## config.mk

```make
export PLATFORM = sky130hd
export DESIGN_NAME = cpu_intc
export DESIGN_NICKNAME = d
export VERILOG_FILES = /design/src/rtl/cpu_intc.sv
export SDC_FILE = /design/constraint.sdc
export NUM_CORES = 1
export LEC_CHECK = 0
export ABC_AREA = 1
export CORE_MARGIN = 5
export CORE_UTILIZATION = 47
export DETAILED_ROUTE_END_ITERATION = 8
export PLACE_DENSITY = 0.85
export SLEW_MARGIN = 20
export SYNTH_ARGS = -nofsm -noshare
export SYNTH_HDL_FRONTEND = slang
export SYNTH_SLANG_ARGS = --single-unit
export TNS_END_PERCENT = 5
```

## constraint.sdc

```tcl
create_clock -name clk_i -period 8.7 [get_ports clk_i]
set_input_delay 1.74 -clock clk_i [delete_from_list [all_inputs] [get_ports clk_i]]
set_output_delay 1.74 -clock clk_i [all_outputs]
set_load 0.005 [all_outputs]
```

## src/rtl/cpu_intc.sv

```systemverilog
// CPU interrupt controller: edge-captured sources, per-source masks, global enable
// auto-cleared on acknowledge, and a handler vector. Optional macro: CPU_INTC_SYNC_EN.
module cpu_intc #(
  parameter int NSRC = 8
) (
  input  logic            clk_i,
  input  logic            rst_i,
  input  logic            en_i,
  input  logic            we_i,
  input  logic [31:0]     addr_i,
  input  logic [31:0]     din_i,
  output logic [31:0]     dout_o,
  input  logic [NSRC-1:0] irq_in_i,
  output logic            int_o,
  input  logic            int_ack_i,
  output logic [31:0]     int_vec_o
);

  typedef enum logic [1:0] {
    IDLE = 2'd0,
    REQ  = 2'd1,
    ACK  = 2'd2
  } state_t;

  state_t          state_q, state_d;
  logic [NSRC:0]   mask_q, mask_d;
  logic [NSRC:0]   status_q, status_d;
  logic [31:0]     vector_q, vector_d;
  logic [31:0]     dout_q, dout_d;
  logic            int_q, int_d;
  logic [NSRC-1:0] hist_q;
  logic [NSRC-1:0] irq_s;
  logic [NSRC-1:0] rise_s;
  logic            wr_s, rd_s, req_s, gie_clr_s;
  logic [1:0]      sel_s;
  logic [31:0]     rdata_s;
  logic            unused_addr_s;

  assign unused_addr_s = ^{addr_i[31:4], addr_i[1:0]};

`ifdef CPU_INTC_SYNC_EN
  logic [NSRC-1:0] sync1_q, sync2_q;

  // Two-flop synchronizer for asynchronous source lines
  always_ff @(posedge clk_i or posedge rst_i) begin
    if (rst_i) begin
      sync1_q <= '0;
      sync2_q <= '0;
    end else begin
      sync1_q <= irq_in_i;
      sync2_q <= sync1_q;
    end
  end

  assign irq_s = sync2_q;
`else
  assign irq_s = irq_in_i;
`endif

  // Bus decode, edge detection and request qualification
  always_comb begin
    wr_s   = en_i & we_i;
    rd_s   = en_i & ~we_i;
    sel_s  = addr_i[3:2];
    rise_s = irq_s & ~hist_q;
    req_s  = mask_q[0] & (|(status_q[NSRC:1] & mask_q[NSRC:1]));
  end

  // Handshake FSM: a committed request is never withdrawn by software
  always_comb begin
    state_d   = state_q;
    gie_clr_s = 1'b0;
    case (state_q)
      IDLE: begin
        if (req_s) state_d = REQ;
        else       state_d = IDLE;
      end
      REQ: begin
        if (int_ack_i) begin
          state_d   = ACK;
          gie_clr_s = 1'b1;
        end else begin
          state_d   = REQ;
        end
      end
      ACK: begin
        if (!int_ack_i) state_d = IDLE;
        else            state_d = ACK;
      end
      default: state_d = IDLE;
    endcase
    int_d = (state_d == REQ);
  end

  // Register file next state; a new edge beats a same-cycle clear, hardware GIE clear beats software
  always_comb begin
    mask_d   = mask_q;
    status_d = status_q;
    vector_d = vector_q;
    if (wr_s && (sel_s == 2'd0)) mask_d = din_i[NSRC:0];
    else                         mask_d = mask_q;
    if (gie_clr_s) mask_d[0] = 1'b0;
    else           mask_d[0] = mask_d[0];
    if (wr_s && (sel_s == 2'd1)) status_d = status_q & ~din_i[NSRC:0];
    else                         status_d = status_q;
    status_d[NSRC:1] = status_d[NSRC:1] | rise_s;
    status_d[0]      = 1'b0;
    if (wr_s && (sel_s == 2'd2)) vector_d = din_i;
    else                         vector_d = vector_q;
  end

  // Read mux, sampled into dout only on a read access
  always_comb begin
    rdata_s = 32'd0;
    case (sel_s)
      2'd0:    rdata_s[NSRC:0] = mask_q;
      2'd1:    rdata_s[NSRC:0] = status_q;
      2'd2:    rdata_s = vector_q;
      default: rdata_s = 32'd0;
    endcase
    if (rd_s) dout_d = rdata_s;
    else      dout_d = dout_q;
  end

  // State and register update
  always_ff @(posedge clk_i or posedge rst_i) begin
    if (rst_i) begin
      state_q  <= IDLE;
      mask_q   <= '0;
      status_q <= '0;
      vector_q <= 32'd0;
      dout_q   <= 32'd0;
      int_q    <= 1'b0;
      hist_q   <= '0;
    end else begin
      state_q  <= state_d;
      mask_q   <= mask_d;
      status_q <= status_d;
      vector_q <= vector_d;
      dout_q   <= dout_d;
      int_q    <= int_d;
      hist_q   <= irq_s;
    end
  end

  assign dout_o    = dout_q;
  assign int_o     = int_q;
  assign int_vec_o = vector_q;

endmodule

```

# Yosys cells after proc, flatten, opt, wreduce, memory -nomap -nowiden

Cells that the tools add are included.

Register bits: 92
Bits of input ports: 77
Output and inout bits: 65
Logic and storage cells: 41

Eq/ne operators: 5
Multiplexer cells: 11
Bitwise gates (word level): 10
Reduce and logical (&&, ||, !) cells: 7

Operators by type and width:

| cell                 | number |
|---|---|
| $pmux W9 S3          | 1 |
| $mux W23             | 1 |
| $and A8 B8 Y8        | 2 |
| $and A9 B9 Y9        | 1 |
| $mux W9              | 1 |
| $not A9 Y9           | 1 |
| $not A8 Y8           | 1 |
| $or A8 B8 Y8         | 1 |
| $reduce_or A8 Y1     | 1 |
| $eq A2 B1 Y1 const B | 3 |
| $pmux W2 S3          | 1 |
| $mux W1              | 5 |
| $eq A2 B2 Y1 const B | 2 |
| $logic_not A2 Y1     | 2 |
| $mux W2              | 2 |
| $and A1 B1 Y1        | 3 |
| $logic_and A1 B1 Y1  | 3 |
| $reduce_bool A2 Y1   | 1 |
| $not A1 Y1           | 1 |

# Depth between registers and ports, before layout

Depth in word-level cells: 6
Mapped depth: 7

# Worst setup path before layout

Ideal clock, no wire load.

Path kind: input -> register
Start: input addr_i[3]
End: register vector_q[0], in the netlist int_vec_o[0]
Arrival: 2.428 ns
Path slack: 6.155 ns
Cell stages on the path: 7
Path through: buf_4 > inv_4 > nor2_8 > nand2_4 > buf_2 > nand2_1 > nand2_1

Word-level cells in the longest chain between the ends: 2

RTL lines:

| item                 | line | source |
|---|---|---|
| from (decl)          | 10   | `input logic [31:0] addr_i,` |
| $eq A2 B2 Y1         | 108  | `if (wr_s && (sel_s == 2'd2)) vector_d = din_i;` |
| $logic_and A1 B1 Y1  | 108  |  |
| to (signal assigned) | 139  | `vector_q <= vector_d;` |
| to (decl)            | 28   | `logic [31:0] vector_q, vector_d;` |

No other way between the ends.
A chain may end at the register's enable or synchronous reset.

# Worst setup path after layout

Start: input addr_i[2]
End: register mask_q[0]

Word-level cells in the longest chain between the ends: 3

RTL lines:

| item                         | line | source |
|---|---|---|
| $logic_not A2 Y1             | 100  | `if (wr_s && (sel_s == 2'd0)) mask_d = din_i[NSRC:0];` |
| $logic_and A1 B1 Y1          | 100  |  |
| $reduce_bool A2 Y1 (no line) | n/a  |  |
| to (signal assigned)         | 137  | `mask_q <= mask_d;` |
| to (decl)                    | 26   | `logic [NSRC:0] mask_q, mask_d;` |

No other way between the ends.

==> impl_metrics.tcl <==
set metrics [dict create \
    leakagePower_nw 2.50 \
    port_buffers 111 \
    drc 0 \
    multiInputGateArea_mm2 0.00126 \
    avgSynthCellArea_um2 8.88 \
    chipHeight_um 99.5 \
    yosys.area_share.simple_pct 28.9 \
    met2_usage_pct 33.3 \
    hold_buffers 0 \
    area_growth_pct 35.2 \
    ys_warn_count 0 \
    finalInstanceArea_mm2 0.00509 \
    ant_nets 0 \
    synth_area_mm2 0.00376 \
    regArea_mm2 0.00230 \
    grt_busiest_layer "met2" \
    synth_edf_count 0 \
    hold_viol 0 \
    antenna_cells 0 \
    wire_per_inst_um 15.2 \
    ys_ff_latch 92 \
    antenna_found_initial 0 \
    async_reset_ff_share_pct 100 \
    clockRootBuffer "clkbuf_8" \
    setup_viol 0 \
    fp-row-count 32 \
    synth_cells 424 \
    powerDensity_mw_per_mm2 201 \
    ctsLongestPathBuffers 2 \
    nFillCells 624 \
    synth_xor_xnor_area_share_pct 0 \
    layout-drive-gt1-share_pct 5.25 \
    use_met1_pct 25.9 \
    layout_min_cycle_time_ns 3.72 \
    synthTopCellsByArea "dfrtp_1, nand2_1, nand3_1" \
    cts_sinks 92 \
    start_kind "input pin" \
    dpl-instance-area_mm2 0.00491 \
    ios 142 \
    cp.arrival_ns 3.96 \
    cp.required_ns 8.94 \
    rsz0062_at_grt "false" \
    critPathKind "in2reg" \
    ir_drop_mv 0.114 \
    grt_use_met3_pct 3.79 \
    yosysMostFrequentCell "nand2_1" \
    cap_viol_max_count 0 \
    wl_mm 9.63 \
    ys.flop_type "dfrtp_1" \
    start_util_pct 48.5 \
    grt_pass1_vias 3150 \
    synth.area.mux_share_pct 0 \
    vias_per_cell 5.04 \
    min_period_over_period_pct 42.8 \
    synthAdderAreaFrac_pct 0 \
    max_slew_margin_pct 31.0 \
    cts_buffers 9 \
    grt_pass1_wl_mm 15.9 \
    cts_setup_buffers 0 \
    outcome "finished, final reports clean" \
    min_path_type "reg2reg" \
    syn_nets 501 \
    die_width_um 99.5 \
    tns_ns 0 \
    place_congestion 0.832 \
    finalMaxSlewViolations 0 \
    fp.coreArea_mm2 0.00777 \
    endpoint_kind "flip-flop" \
    max_freq_mhz 269 \
    cts_tree "done" \
    fin_skew_ns 0.00971 \
    vias 3203 \
    cts.repair.resized 0 \
    grt_max_degree 93 \
    worst_slew_pin_slew_ns 1.03 \
    synth_top_family_by_area "simple AND/OR/NAND/NOR gates" \
    place_hpwl_mm 6.54 \
    drt-pass1-iter-count 4 \
    grt-ovfl-total 0 \
    die-area_mm2 0.00990 \
    h-tree-depth 3 \
    seq_area_frac_synth_pct 61.1 \
    drt_iter0_drc 188 \
    synth_top_area_cell "dfrtp_1" \
    ys_types 23 \
    nets 605 \
    clk-insertion-delay-late_ns 0.35 \
    cp_max_fo 17 \
    synth_compound_area_share_pct 4.45 \
    clkTransAtPathRegs_ns 0.09 \
    synth_common_cells "nand2_1, dfrtp_1, nand3_1" \
    synth_top_area_share_pct 61.1 \
    grt.total_usage_pct 20.1 \
]
==> layer usage <==
| layer | wire length [um] | vias to the layer above |
|---|---|---|
| li1 | - | 1558 |
| met2 | 4830 | 102 |
| met1 | 4070 | 1529 |
| met4 | 216 | 0 |
| met3 | 511 | 14 |
| met5 | 0 | - |
==> kinds of logic (layout without fill, tap and decap cells) <==
group | after synthesis | in the layout
buffers and inverters | 45 | 154
and+or+nand+nor | 255 | 255
DFF | 92 | 92
AOI/OAI and AO/OA | 32 | 32
==> layout by cell type (no fill, tap or decap), drive strengths merged <==
| cell | count |
|---|---|
| a21oi | 4 |
| buf | 2 |
| clkbuf | 10 |
| clkdlybuf4s50 | 111 |
| clkinv | 4 |
| clkinvlp | 2 |
| dfrtp | 92 |
| inv | 25 |
| nand2 | 173 |
| nand3 | 72 |
| nand3b | 1 |
| nor2 | 8 |
| nor3b | 1 |
| o21ai | 28 |
==> through the flow <==
| step | std cells | setup WS [ns] | util, % | power (mW) | hold slack, ns |
|---|---|---|---|---|---|
| 2_1_floorplan | 424 | 4.57 | - | 0.628 | 0.455 |
| 3_3_place_gp | 619 | 4.69 | 63.2 | 0.766 | 0.461 |
| 3_5_place_dp | 619 | 4.64 | 63.2 | 0.775 | 0.464 |
| 4_1_cts | 635 | 5.02 | 65.5 | 1.03 | 0.477 |
| 5_1_grt | 635 | 4.87 | 65.5 | 1.08 | 0.513 |
| 6_report | 635 | 4.98 | 65.5 | 1.03 | 0.476 |
==> worst max-delay path, cell delays in order <==
cell	delay, ns
clkdlybuf4s50_1	0.74
nor2_1	0.75
nand2_2	0.39
o21ai_0	0.27
nor2_1	0.06
==> final timing paths <==
| path | start | end | slack (ns) | cells past startpoint |
|---|---|---|---|---|
| setup / recovery | addr_i[2] | mask_q[0]$_DFFE_PP0P_ | 4.98 | 5 |
| hold reg to reg | hist_q[3]$_DFF_PP0_ | status_q[4]$_DFF_PP0_ | 0.48 | 3 |
| setup reg to reg | status_q[3]$_DFF_PP0_ | state_q[0]$_DFF_PP0_ | 7.74 | 6 |
| hold / removal | hist_q[3]$_DFF_PP0_ | status_q[4]$_DFF_PP0_ | 0.48 | 3 |
| min in group asynchronous | rst_i | int_vec_o[12]$_DFFE_PP0P_ | 1.92 | 3 |
| max in group asynchronous | rst_i | int_o$_DFF_PP0_ | 6.21 | 3 |
==> power by group <==
group          internal (mW)  total [mW]  switching [mW]
Clock                  0.106       0.260           0.154
Combinational          0.130       0.229          0.0986
Sequential             0.490       0.536          0.0463
Total                  0.726        1.03           0.299
==> layout make-up <==
| type | count | area share [%] |
|---|---|---|
| Multi-Input combinational cell | 287 | 24.7 |
| Clock inverter | 6 | 0.983 |
| Tap cell | 102 | 2.51 |
| Sequential cell | 92 | 45.2 |
| Inverter | 25 | 1.92 |
| Clock buffer | 10 | 2.51 |
| Timing Repair Buffer | 113 | 22.2 |
==> state kept, by name (all words and copies together) (netlist names) <==
signal	flops
dout_o	32
hist_q	8
int_o	1
int_vec_o	32
mask_q	9
state_q	2
status_q	8
Power figures use the tool's default switching activity.
